[config.mk]
export PLATFORM = sky130hd
export DESIGN_NAME = hazard_ctrl
export DESIGN_NICKNAME = d
export VERILOG_FILES = /design/src/rtl/hazard_ctrl.sv
export SDC_FILE = /design/constraint.sdc
export NUM_CORES = 1
export LEC_CHECK = 0
export ABC_AREA = 1
export CORE_ASPECT_RATIO = 1.5
export CORE_MARGIN = 2
export CORE_UTILIZATION = 47
export DETAILED_ROUTE_END_ITERATION = 8
export PLACE_DENSITY = 0.77
export SLEW_MARGIN = 20
export SYNTH_ARGS = -nofsm -noshare
export SYNTH_HDL_FRONTEND = slang
export SYNTH_SLANG_ARGS = --single-unit
[constraint.sdc]
create_clock -name clk -period 2.07 [get_ports clk]
set_input_delay 0.414 -clock clk [delete_from_list [all_inputs] [get_ports clk]]
set_output_delay 0.414 -clock clk [all_outputs]
set_load 0.01 [all_outputs]
[src/rtl/hazard_ctrl.sv]
// hazard_ctrl
//   Hazard and sequencing controller for the 5-stage MIPS pipeline. Drives the
//   write/flush/bubble controls of the IF/ID and ID/EX registers, holds the
//   whole pipe while data memory is busy, and latches a sticky error when a
//   memory wait lasts TIMEOUT cycles. Saturating counters record stalls,
//   flushes and holds for performance debug.
//
// Parameters
//   TIMEOUT : consecutive memory-wait cycles that trigger the error (>= 2)
//   CNT_W   : width of the event counters
//
// Ports
//   clk, rst                            clock, async active-low reset
//   IF_ID_RegisterRs/Rt, ID_UsesRt      sources of the instruction in ID
//   ID_Jump                             jump decoded in ID
//   ID_EX_MemRead, ID_EX_RegisterRt     load in EX and its destination
//   EX_Branch_taken                     branch in EX resolved taken
//   EX_MEM_MemAccess, dmem_ready        MEM-stage access and its completion
//   PC_Write, IF_ID_Write               PC / IF/ID write enables
//   IF_ID_Flush                         load IF/ID with a NOP
//   ID_Hazard_lwstall                   zero ID/EX control fields (bubble)
//   ID_Hazard_Branch                    flush ID/EX
//   pipe_hold                           ID/EX, EX/MEM, MEM/WB keep contents
//   mem_timeout                         sticky memory-wait timeout flag
//   stall_cnt, flush_cnt, hold_cnt      saturating event counters

module hazard_ctrl #(
  parameter int TIMEOUT = 256,
  parameter int CNT_W   = 16
) (
  input  logic             clk,
  input  logic             rst,
  input  logic [4:0]       IF_ID_RegisterRs,
  input  logic [4:0]       IF_ID_RegisterRt,
  input  logic             ID_UsesRt,
  input  logic             ID_Jump,
  input  logic             ID_EX_MemRead,
  input  logic [4:0]       ID_EX_RegisterRt,
  input  logic             EX_Branch_taken,
  input  logic             EX_MEM_MemAccess,
  input  logic             dmem_ready,
  output logic             PC_Write,
  output logic             IF_ID_Write,
  output logic             IF_ID_Flush,
  output logic             ID_Hazard_lwstall,
  output logic             ID_Hazard_Branch,
  output logic             pipe_hold,
  output logic             mem_timeout,
  output logic [CNT_W-1:0] stall_cnt,
  output logic [CNT_W-1:0] flush_cnt,
  output logic [CNT_W-1:0] hold_cnt
);

  localparam int WAIT_W = $clog2(TIMEOUT + 1);
  localparam logic [WAIT_W-1:0] WAIT_LAST = WAIT_W'(TIMEOUT - 1);
  localparam logic [CNT_W-1:0]  CNT_MAX   = '1;

  typedef enum logic [1:0] {
    RUN  = 2'd0,
    HOLD = 2'd1,
    ERR  = 2'd2
  } state_t;

  state_t            state;
  logic [WAIT_W-1:0] wait_cnt;

  logic mem_wait;
  logic load_use;
  logic running;

  assign mem_wait = EX_MEM_MemAccess & ~dmem_ready;
  assign load_use = ID_EX_MemRead & (ID_EX_RegisterRt != 5'd0) &
                    ((ID_EX_RegisterRt == IF_ID_RegisterRs) |
                     (ID_UsesRt & (ID_EX_RegisterRt == IF_ID_RegisterRt)));
  assign running  = (state != ERR);

  // Zero-latency control decode. The pipeline registers sample these at the
  // next edge, so they must follow the inputs within the same cycle.
  always_comb begin
    // NOTE: every output gets a default first so no path leaves one unassigned
    // (which would infer a latch); the priority chain then overrides.
    PC_Write          = 1'b1;
    IF_ID_Write       = 1'b1;
    IF_ID_Flush       = 1'b0;
    ID_Hazard_lwstall = 1'b0;
    ID_Hazard_Branch  = 1'b0;
    pipe_hold         = 1'b0;

    if (!rst || state == ERR || mem_wait) begin
      // Freeze everything; a pending branch or load-use is handled once the
      // pipe moves again, since both instructions are still in place.
      PC_Write    = 1'b0;
      IF_ID_Write = 1'b0;
      pipe_hold   = 1'b1;
    end else if (EX_Branch_taken) begin
      // PC keeps loading so it takes the branch target; a load-use seen in ID
      // is on the wrong path and is dropped with the flush.
      IF_ID_Flush      = 1'b1;
      ID_Hazard_Branch = 1'b1;
    end else if (load_use) begin
      // A jump in ID also stalls here; its flush is issued next cycle.
      PC_Write          = 1'b0;
      IF_ID_Write       = 1'b0;
      ID_Hazard_lwstall = 1'b1;
    end else if (ID_Jump) begin
      IF_ID_Flush = 1'b1;
    end
  end

  // Memory-wait watchdog. wait_cnt counts consecutive mem_wait cycles seen so
  // far; the TIMEOUT-th one (wait_cnt == TIMEOUT-1 in HOLD) enters ERR.
  always_ff @(posedge clk or negedge rst) begin
    // NOTE: sequential state uses non-blocking assignments and every register
    // here is reset asynchronously so a reset in ERR clears the flag at once.
    if (!rst) begin
      state       <= RUN;
      wait_cnt    <= '0;
      mem_timeout <= 1'b0;
    end else begin
      unique case (state)
        RUN: begin
          if (mem_wait) begin
            state    <= HOLD;
            wait_cnt <= WAIT_W'(1);
          end else begin
            wait_cnt <= '0;
          end
        end
        HOLD: begin
          if (!mem_wait) begin
            state    <= RUN;
            wait_cnt <= '0;
          end else if (wait_cnt == WAIT_LAST) begin
            state       <= ERR;
            mem_timeout <= 1'b1;
          end else begin
            wait_cnt <= wait_cnt + WAIT_W'(1);
          end
        end
        ERR: begin
          // Held until reset.
        end
        default: begin
          state    <= RUN;
          wait_cnt <= '0;
        end
      endcase
    end
  end

  // Saturating event counters; frozen in ERR.
  always_ff @(posedge clk or negedge rst) begin
    if (!rst) begin
      stall_cnt <= '0;
      flush_cnt <= '0;
      hold_cnt  <= '0;
    end else if (running) begin
      if (ID_Hazard_lwstall && stall_cnt != CNT_MAX) stall_cnt <= stall_cnt + CNT_W'(1);
      if (IF_ID_Flush       && flush_cnt != CNT_MAX) flush_cnt <= flush_cnt + CNT_W'(1);
      if (pipe_hold         && hold_cnt  != CNT_MAX) hold_cnt  <= hold_cnt  + CNT_W'(1);
    end
  end

endmodule

### Word-level counts from Yosys, hierarchy flattened

Index checks and enable logic that the tools add are counted.

* add/subtract/negate cells: 4
* equal/unequal tests: 12
* mux-type cells: 21
* bitwise logic cells: 7
* reduce and logical (&&, ||, !) cells: 14

Operators by type and width (number)
* 16-bit by 1-bit adder with 16-bit output (second input constant): 3
* 16-bit != test (second input constant): 3
* 9-bit case mux with 3 select lines: 1
* 9-bit two-way mux: 2
* 1-bit two-way mux: 14
* 5-bit equality test: 2
* 9-bit by 1-bit adder with 9-bit output (second input constant): 1
* 9-bit by 8-bit equality test with 1-bit output (second input constant): 1
* 2-bit AND reduction: 4
* 2-bit two-way mux: 3
* 3-bit != test (second input constant): 2
* 2-bit case mux with 3 select lines: 1
* 3-bit AND reduction: 2
* 5-bit nonzero test: 1
* 1-bit AND: 4
* 2-bit != test (second input constant): 2
* 1-bit logical AND: 3
* 2-bit by 1-bit equality test with 1-bit output (second input constant): 1
* 2-bit equality test (second input constant): 1
* 2-bit logical NOT: 1
* 1-bit logical OR: 2
* 1-bit NOT: 2
* 1-bit logical NOT: 1
* 1-bit OR: 1

* register bits after elaboration: 60
* input port bits: 23
* output and inout port bits: 55

### Longest topological paths before layout

* word-level depth: 9
* depth in mapped cells: 13

### Worst setup path after synthesis

OpenSTA, ideal clock, no wires.

* path type: register to register
* start: reg wait_cnt[0]
* end: reg wait_cnt[6]
* arrival: 1905 ps
* path slack: 41 ps
* cell stages (with the launch flop): 14
* buffers on the path: 0
* clock period less this slack: 2029 ps
* path through: dfrtp_1 > ha_1 > inv_1 > nor3_1 > inv_1 > nor4_1 > ha_1 > nand2_1 > o21ai_2 > inv_1 > nand2_1 > nor2_1 > o21ai_0 > a21oi_1

* longest elaborated chain between the ends: 4

Ends and longest elaborated chain
* start, declared: line 65 `logic [WAIT_W-1:0] wait_cnt;`
* start signal, assigned: line 137 `wait_cnt <= wait_cnt + WAIT_W'(1);`
* 9-bit by 1-bit adder with 9-bit output: line 137
* 9-bit two-way mux: line 133 `end else if (wait_cnt == WAIT_LAST) begin`
* 9-bit two-way mux: line 130 `if (!mem_wait) begin`
* 9-bit case mux with 3 select lines: line 120 `unique case (state)`

Several ways; a longest one is shown, not always the timed one. The select of a mux whose other input is x is not followed.
A chain may end at the register's enable or synchronous reset.

### Worst setup path after layout

* start: reg wait_cnt[1]
* end: reg wait_cnt[5]

Same word-level chain as after synthesis.

==> results.md <==
* Area contributors post-synth: dfrtp_1, nand2_1, inv_1, xor2_1, nand4_1
* Initial antenna violation count at 0
* PnR worst setup slack at between 0.04 and 0.05 ns
* Slew margin rel. at around half
* Total power at 0.002838 W
* Yosys warns at 0
* GP Congestion at approximately 0.9
* Kind of critical path: reg -> reg
* Vias in the first global route at 3808
* Clk slew on worst S/H paths at roughly 0.050 ns
* Worst Tran Pin Value at 0.7541 ns
* RSZ-0062 raised after global routing: true
* Post-Syn Instances at slightly above 500
* ANT cells at 0
* Final setup viols at 0
* Max cap viols at 0
* Largest net degree at the start of global routing at 61
* Chip height at between 100 and 150 um
* Pins Over Slew Limit at 0
* Wirelength per Cell at 13.64 um
* Fraction of the yosys area taken by sequential cells at 39.87%
* Critical path data arrival time at 2.24 ns
* Post-route DRC at 0
* Max stage delay on crit path at 0.35 ns
* CP Data Required Time at 2.28 ns
* Final Hold Vio Count at 0
* Final TNS setup at 0 ns
* Dpl hpwl at 7.403 mm
* Clock Sinks at 60
* DRT Pass-1 Iters at 5
* Number of synthesized register bits at 60
* VDD IR max at 0.0004053 V
* CP Capture Type: flip-flop
* Area grow syn2layout at 37.84%
* Pre-CTS setup slack at -0.4523 ns
* GRT Util Overall at between 20% and 30%
* Crit path time final at 2.025 ns
* # port buffers at 77
* Filler Cells Inserted at about 700
* Post-route ant nets at 0
* Mapped Nets at 534
* CP Cell Sequence: ha_2 > inv_2 > nor3_4 > inv_2 > nor4_4 > ha_2 > nand2_4 > o21ai_4 > buf_6 > nor3_2 > nand2_1 > nand2_1 > nand2_1 > nor2_1
* Worst Skew at 0.006179 ns
* Total wire length at 9.901 mm
* CTS tree: done
* Unique masters post-synth at 35
* Clock Latency Late Sink at 0.32 ns
* Clk buf depth at 2
* Initial Utilization at 47.63%
* Nets at 645
* Total die area at 8760 um2
* Crit Path Max Fanout at 5
* Largest area contributor in the netlist: dfrtp_1
* Core box area at 7908 um2
* Critical path's slowest cell: dfrtp_1
* FP Rows at 40
* HP Class: in -> async
* First-pass GRT wire length at 16.36 mm
* CTS buffer count at 9
* Cell repeated most along the worst path: nand2_1
* Initial DRC Count at around 180
* H-tree levels at 3
* Pleak at around 2.5 nW
* CP Launch Type: flip-flop
* Pwr Density at 546.7 nW/um2
* Highest clock rate at 0.4939 GHz
* Cell area after synthesis at 3766 um2
* Root Driver: clkbuf_16
* Overflow after GRT at 0
* I/O pins at ~80
* Synth top area share at 39.87%
* Vias post-DR at 3772
* Via density at 5.196
* Die width at 77.09 um
* Share of layout cells above drive strength 1 at 14.81%
* Post-Syn Area per Cell at 7.443 um2
* Status: finished clean
* Crit share post-route at 97.82%
* Hold buffers post-CTS at 0
## worst max-delay path, delay by kind of cell (launching register included)
family | cells | cell delay (ns)
compound gates | 1 | 0.18
fa+ha+maj | 2 | 0.44
buf+inv | 3 | 0.25
flops | 1 | 0.35
simple gates | 8 | 0.70
## placed cells by master (no fill, tap or decap), types with 3 or more instances in the layout
cell,n
a21oi_1,3
buf_2,5
buf_4,30
buf_6,3
clkbuf_16,9
clkdlybuf4s50_1,55
dfrtp_1,60
dlygate4sd2_1,13
dlymetal6s2s_1,3
ha_1,3
inv_1,62
inv_2,7
nand2_1,152
nand2_2,9
nand3_1,29
nand4_1,24
nor2_1,39
nor3_1,20
nor3_2,3
o21ai_0,9
o21ai_1,7
o21ai_2,4
xnor2_1,16
xor2_1,27
## area by class of cell
cell class	instances	area (um2)	area share, %
clock buffer	10	229.0	4.411
clock inverter	5	77.57	1.494
inverter	69	259.0	4.989
tap	105	131.4	2.531
sequential	60	1501	28.92
multi-input combinational	367	1987	38.27
timing repair buffer	110	1006	19.38
## repair_timing
action | 4_1_cts | 5_1_grt
setup endpoints to repair | 10 | 17
pin swaps | 5 | 16
setup buffers | 0 | 5
gates resized for setup | 38 | 19
## Yosys cell counts (all sizes together)
| master | instances |
|---|---|
| nor4 | 1 |
| nand3b | 2 |
| o21ai | 21 |
| o41ai | 1 |
| nand3 | 32 |
| clkbuf | 1 |
| ha | 5 |
| buf | 9 |
| nor2 | 42 |
| a21oi | 4 |
| xnor2 | 16 |
| nor3 | 24 |
| nand2 | 162 |
| inv | 69 |
| nor3b | 2 |
| or2 | 2 |
| dfrtp | 60 |
| xor2 | 27 |
| and3 | 1 |
| nand4 | 25 |
## report_power, final
part	switching (W)	leakage, nW	total [W]	internal, W
Sequential	0.00000200	0.767	0.00118	0.00118
Clock	0.000494	0.148	0.00153	0.00104
Combinational	0.0000739	1.61	0.000124	0.0000497
## flip-flops by register name, summed over array words and instances, names as in the netlist
register	count
flush_cnt	16
hold_cnt	16
mem_timeout	1
stall_cnt	16
state	2
wait_cnt	9
## cells by family after synthesis
| logic type | share of synthesized area [%] |
|---|---|
| and+or+nand+nor | 35.51 |
| buffers and inverters | 8.804 |
| DFF | 39.87 |
| xor gates and xnor gates | 10.00 |
| AOI/OAI and AO/OA | 4.153 |
| adders and majority gates | 1.661 |
## metal layers
layer | up-vias | wire length (um) | GRT usage (%)
met2 | 112 | 5434 | 44.04
met3 | 30 | 412 | 5.380
met1 | 1800 | 3701 | 22.55
met4 | 0 | 352 | 15.12
met5 | - | 0 | 0
li1 | 1830 | - | -
## final timing paths
path                             start            to  slack, ns  cells after the start
setup / recovery           wait_cnt[1]   wait_cnt[5]       0.05                     14
hold / removal                     rst  flush_cnt[4]       0.34                      2
setup reg to reg           wait_cnt[1]   wait_cnt[5]       0.05                     14
hold reg to reg            wait_cnt[6]   wait_cnt[6]       0.47                      1
max in group asynchronous          rst  stall_cnt[1]       1.25                      2
min in group clk           wait_cnt[6]   wait_cnt[6]       0.47                      1
## metrics by stage
step           utilization (%)  instance area, um2  hold slack (ns)  instances
6_report                 65.65                5191           0.3406        726
5_1_grt                  65.65                5191           0.4011        726
4_1_cts                  64.65                5112           0.3573        722
3_5_place_dp             60.97                4821           0.4605        707
3_3_place_gp             60.97                4821           0.4578        707
2_1_floorplan                -                3766           0.1184        506
No activity file was read; power rests on OpenSTA's default activity.
